--- config.mk ---
export PLATFORM = sky130hd
export DESIGN_NAME = objects_mux_layered
export DESIGN_NICKNAME = d
export VERILOG_FILES = /design/src/rtl/objects_mux_pkg.sv /design/src/rtl/objects_priority_select.sv /design/src/rtl/objects_mux_layered.sv
export SDC_FILE = /design/constraint.sdc
export NUM_CORES = 1
export LEC_CHECK = 0
export CAP_MARGIN = 40
export CORE_ASPECT_RATIO = 0.75
export CORE_MARGIN = 10
export CORE_UTILIZATION = 55
export DETAILED_ROUTE_END_ITERATION = 16
export GPL_ROUTABILITY_DRIVEN = 0
export PLACE_DENSITY = 0.81
export SYNTH_ARGS = -nofsm -noshare
export SYNTH_HDL_FRONTEND = slang
export SYNTH_HIERARCHICAL = 1
export SYNTH_SLANG_ARGS = --single-unit
export TNS_END_PERCENT = 30
--- constraint.sdc ---
create_clock -name clk -period 7.4 [get_ports clk]
set_input_delay 2.22 -clock clk [delete_from_list [all_inputs] [get_ports clk]]
set_output_delay 2.22 -clock clk [all_outputs]
set_load 0.02 [all_outputs]
--- src/rtl/objects_mux_pkg.sv ---
// Shared defaults and index type for the layered object multiplexer.
package objects_mux_pkg;

    localparam int unsigned DEF_NUM_LAYERS  = 8;
    localparam int unsigned DEF_RGB_W       = 8;
    localparam logic [7:0]  DEF_TRANSPARENT = 8'hFF;
    localparam int unsigned DEF_IDX_W       = $clog2(DEF_NUM_LAYERS);

    typedef logic [DEF_IDX_W-1:0] layer_idx_t;

endpackage

--- src/rtl/objects_priority_select.sv ---
// Combinational priority resolver: the first table slot whose layer is drawing wins.
module objects_priority_select #(
    parameter int unsigned NUM_LAYERS = 8,
    parameter int unsigned IDX_W      = 3
) (
    input  logic [NUM_LAYERS-1:0]            draw_i,
    input  logic [NUM_LAYERS-1:0][IDX_W-1:0] table_i,
    output logic [IDX_W-1:0]                 winner_idx_o,
    output logic                             found_o
);

    logic             hit;
    logic [IDX_W-1:0] win;

    // Ascending scan with a sticky hit flag: a duplicated layer resolves at its best slot.
    always_comb begin
        hit = 1'b0;
        win = '0;
        for (int unsigned s = 0; s < NUM_LAYERS; s++) begin
            if (!hit && (32'(table_i[s]) < NUM_LAYERS) && draw_i[table_i[s]]) begin
                hit = 1'b1;
                win = table_i[s];
            end
        end
        winner_idx_o = win;
        found_o      = hit;
    end

endmodule

--- src/rtl/objects_mux_layered.sv ---
// Two-stage layered pixel multiplexer with frame-synchronous priority table and overlap flags.
module objects_mux_layered
    import objects_mux_pkg::*;
#(
    parameter int unsigned           NUM_LAYERS  = DEF_NUM_LAYERS,
    parameter int unsigned           RGB_W       = DEF_RGB_W,
    parameter logic [RGB_W-1:0]      TRANSPARENT = RGB_W'(DEF_TRANSPARENT),
    parameter int unsigned           HIT_REF     = 0
) (
    input  logic                            clk,
    input  logic                            resetN,
    input  logic                            frame_start,
    input  logic [NUM_LAYERS-1:0]           draw_req,
    input  logic [NUM_LAYERS*RGB_W-1:0]     rgb_in,
    input  logic [RGB_W-1:0]                rgb_background,
    input  logic [NUM_LAYERS-1:0]           layer_enable,
    input  logic                            cfg_we,
    input  logic [$clog2(NUM_LAYERS)-1:0]   cfg_slot,
    input  logic [$clog2(NUM_LAYERS)-1:0]   cfg_layer,
    output logic [RGB_W-1:0]                rgb_out,
    output logic                            draw_any,
    output logic [$clog2(NUM_LAYERS)-1:0]   winner_idx,
    output logic [NUM_LAYERS-1:0]           hit_flags,
    output logic                            hit_valid
);

    localparam int unsigned            IDX_W    = $clog2(NUM_LAYERS);
    localparam logic [NUM_LAYERS-1:0]  REF_MASK = NUM_LAYERS'(1) << HIT_REF;

    logic [NUM_LAYERS-1:0][IDX_W-1:0] shadow_q, shadow_d, active_q;
    logic [NUM_LAYERS-1:0]            act_en_q, en_eff, draw_eff;
    logic [NUM_LAYERS-1:0]            d1_q;
    logic [NUM_LAYERS*RGB_W-1:0]      rgb1_q;
    logic [RGB_W-1:0]                 bg1_q;
    logic [NUM_LAYERS-1:0]            acc_q, acc_d, hit_term, hit_flags_q;
    logic                             hit_valid_q;
    logic [RGB_W-1:0]                 rgb_out_q, rgb_sel;
    logic                             draw_any_q, sel_found;
    logic [IDX_W-1:0]                 winner_q, sel_idx;

    // The frame_start pixel already sees the newly sampled enable mask.
    always_comb begin
        en_eff = frame_start ? layer_enable : act_en_q;
        for (int unsigned i = 0; i < NUM_LAYERS; i++) begin
            draw_eff[i] = draw_req[i] & en_eff[i] &
                          (rgb_in[i*RGB_W +: RGB_W] != TRANSPARENT);
        end
    end

    always_comb begin
        shadow_d = shadow_q;
        if (cfg_we && (32'(cfg_slot) < NUM_LAYERS)) begin
            shadow_d[cfg_slot] = cfg_layer;
        end
    end

    always_comb begin
        hit_term = (d1_q[HIT_REF] ? d1_q : '0) & ~REF_MASK;
        acc_d    = frame_start ? hit_term : (acc_q | hit_term);
    end

    objects_priority_select #(
        .NUM_LAYERS (NUM_LAYERS),
        .IDX_W      (IDX_W)
    ) u_select (
        .draw_i       (d1_q),
        .table_i      (active_q),
        .winner_idx_o (sel_idx),
        .found_o      (sel_found)
    );

    always_comb begin
        rgb_sel = bg1_q;
        if (sel_found) begin
            rgb_sel = rgb1_q[32'(sel_idx)*RGB_W +: RGB_W];
        end
    end

    // Table is consumed in stage 2, so loading it at frame_start lines up with that cycle's pixel.
    always_ff @(posedge clk) begin
        if (!resetN) begin
            for (int unsigned i = 0; i < NUM_LAYERS; i++) begin
                shadow_q[i] <= IDX_W'(i);
                active_q[i] <= IDX_W'(i);
            end
            act_en_q    <= '1;
            d1_q        <= '0;
            rgb1_q      <= '0;
            bg1_q       <= '0;
            acc_q       <= '0;
            hit_flags_q <= '0;
            hit_valid_q <= 1'b0;
            rgb_out_q   <= '0;
            draw_any_q  <= 1'b0;
            winner_q    <= '0;
        end else begin
            shadow_q <= shadow_d;
            if (frame_start) begin
                active_q    <= shadow_d;
                act_en_q    <= layer_enable;
                hit_flags_q <= acc_q;
            end
            acc_q       <= acc_d;
            hit_valid_q <= frame_start;
            d1_q        <= draw_eff;
            rgb1_q      <= rgb_in;
            bg1_q       <= rgb_background;
            rgb_out_q   <= rgb_sel;
            draw_any_q  <= sel_found;
            winner_q    <= sel_found ? sel_idx : '0;
        end
    end

    assign rgb_out    = rgb_out_q;
    assign draw_any   = draw_any_q;
    assign winner_idx = winner_q;
    assign hit_flags  = hit_flags_q;
    assign hit_valid  = hit_valid_q;

endmodule

==> metrics <==
Post-Place Worst Slack=approximately 3300 ps; leakage=between 3 and 4 nW; Initial DRC Count=around 370; routed via count=around 5000; Longest Clk Path Bufs=2; Crit path buffers/inverters=2; Pre-Repair DR Iteration Count=5; CP required=7710 ps; worst path cell trace=buf_2, inv_1, a22oi_1, nor2b_1; RSZ-0062 raised after global routing=false; IO Count=between 100 and 150; CTS Buf Count=17; Worst Reg-to-Reg Cells=10; initial antenna violation count=0; Post-DRT Antenna Nets=0; global-route wire length before repair=26900 microns; die area=between 15000 and 20000 sq um; outcome=finished, final reports clean; port bufs=about 120; CP Depth=4; Crit path max-delay family=buffers and inverters; sequential-to-total area share from yosys stat=around 49%; Pins Over Slew Limit=0; Post-Syn Instances=613; synth warn=6; vias in the first global route=between 5000 and 6000; Clock Latency Late Sink=420 ps; worst supply voltage drop on vdd=approximately 0.18 mV; Avg Inst Size Synth=between 10 and 15 sq um; Layout Nets=just over 800; Worst EP arrival=roughly 4000 ps; Net Count, Synth=between 700 and 800; Netlist cell types=between 40 and 50; Non-Filler Instances=888; mapped cell area=roughly 6700 sq um; htree depth=4; clk sinks=163; area grow syn2layout=27.8%; DP Cell Count=about 860; CTS Hold Bufs=0; share of cells above drive strength 1=a little under an eighth; setup ws final=approximately 3700 ps; period utilization=about half; Vert. Die Dim=between 100 and 150 microns; total of max-cap violations=0; die width=roughly 150 microns; CP max-delay cell=buf_2; Setup violations, final=0; Final Hold Fails=0; core area=approximately 12000 sq um; cts repair resizes=0; crit path capture type=register; Setup Skew=about 9.6 ps; critical path type=in2reg; largest net degree at the start of global routing=94; Detailed Route WL=between 15000 and 20000 microns; Crit path largest cell delay=about 690 ps; DRC violations left=0; Total Power=0.00232 W; Vias/cell=5.64; CTS tree=yes; hold crit path type=reg2reg; max_slew headroom=approximately two fifths; row count=34; drt wl/cell=19.1 microns; Max Clk Rate=between 200 and 300 MHz; worst slew pin tran=approximately 920 ps; clk slew on worst S/H paths=around 70 ps; Global Route Usage Sum=approximately a fifth; Initial Util=56.8%; DP HPWL=12000 microns; setup_tns=0 ps; ANT cells=0; Worst Hold Depth=2; pwr/cell area=around 270 nW/um^2; final hold slack=between 400 and 500 ps; Setup crit start kind=input pin; clk root buf=clkbuf_16; grt total ovfl=0; Tmin final=~3700 ps; Post-CTS Setup Bufs=0; CP Max Fanout=approximately 40; #FFs+latches synth=roughly 160
## metrics by stage
stage	utilization [%]	area, sq um
final	72.5	8520
after global routing	72.5	8520
after CTS	72.5	8520
after detailed placement	67.3	7900
after global placement	66.8	7850
after floorplan	-	6670
## cell usage after synthesis (all sizes together)
master | n | area (sq um)
inv | 2 | 7.51
buf | 15 | 116
nand3b | 1 | 7.51
nand4 | 19 | 134
o221ai | 1 | 15.0
or3 | 1 | 6.26
mux2i | 65 | 687
nor4b | 1 | 23.8
clkbuf | 24 | 90.1
a221o | 7 | 70.1
o211a | 12 | 120
and4bb | 3 | 37.5
and3b | 1 | 8.76
and3 | 4 | 25.0
nand4b | 4 | 35.0
mux2 | 17 | 191
and2 | 74 | 463
nor2 | 13 | 51.3
o211ai | 13 | 97.6
nand2 | 60 | 225
conb | 1 | 3.75
mux4 | 17 | 405
dfxtp | 163 | 3260
o21ai | 11 | 55.1
a22oi | 9 | 72.6
nor2b | 27 | 169
nand3 | 5 | 25.0
nor3 | 8 | 40.0
o22ai | 10 | 62.6
a31oi | 3 | 18.8
a211oi | 1 | 7.51
a21o | 2 | 16.3
nand2b | 6 | 40.0
a21oi | 13 | 76.3
## routing by layer
metal | part of all wire [%] | up-vias | global-route usage (%) | wire (microns)
met2 | 48 | 184 | 33.1 | 8080
met1 | 44 | 2408 | 24.8 | 7430
met4 | 1.5 | 0 | 6.46 | 252
met5 | 0 | - | 0 | 0
met3 | 7.1 | 20 | 5.81 | 1210
li1 | - | 2395 | - | -
## cells by family after synthesis
logic type	share of synthesized area, %
mux	19.3
buf+inv	3.21
flops	48.9
simple gates	19.4
compound gates	9.18
other cells	0.0562
## final timing paths
path | startpoint | to | slack, ps
max reg2reg | active_q[16] | rgb_out[5] | 3910
max | frame_start | acc_q[5] | 3710
min | shadow_q[7] | shadow_q[7] | 480
min reg2reg | shadow_q[7] | shadow_q[7] | 480
## tightest hold or removal path, cell delays in order, from the launching register on
cell and delay (ps):
dfxtp_1 310, mux2i_1 70, nand2_1 70
## power breakdown
| part | switching [W] | internal, W | leakage [nW] | total [W] |
|---|---|---|---|---|
| clock | 0.000365 | 0.000546 | 0.296 | 0.000911 |
| sequential | 0.0000340 | 0.000934 | 1.35 | 0.000968 |
| combinational | 0.000220 | 0.000222 | 1.85 | 0.000443 |
## sequential cells by signal, indices dropped and copies added (netlist names)
register / flops
rgb_out: 8
active_q: 24
act_en_q: 8
bg1_q: 8
winner_idx: 3
hit_flags: 7
acc_q: 7
d1_q: 8
shadow_q: 24
hit_valid: 1
rgb1_q: 64
draw_any: 1
## layout by cell type (no fill, tap or decap), drive strengths merged, types with 5 or more instances in the layout
cell type | synthesis | final
dfxtp | 163 | 163
clkdlybuf4s50 | 0 | 115
and2 | 74 | 74
mux2i | 65 | 65
nand2 | 60 | 60
nor2b | 27 | 27
nand4 | 19 | 19
clkbuf | 24 | 19
mux2 | 17 | 17
mux4 | 17 | 17
o211ai | 13 | 13
nor2 | 13 | 13
a21oi | 13 | 13
o211a | 12 | 12
o21ai | 11 | 11
o22ai | 10 | 10
a22oi | 9 | 9
nor3 | 8 | 8
a221o | 7 | 7
nand2b | 6 | 6
inv | 2 | 6
nand3 | 5 | 5
buf | 15 | 5
## cell type report
class                      instances  area, sq um
clock buffer                      19          443
clock inverter                    13          174
fill                             834         3220
inverter                           2         7.51
multi-input combinational        409         3200
sequential                       163         3260
tap                              162          203
timing repair buffer             120         1230
Power figures use the tool's default switching activity.
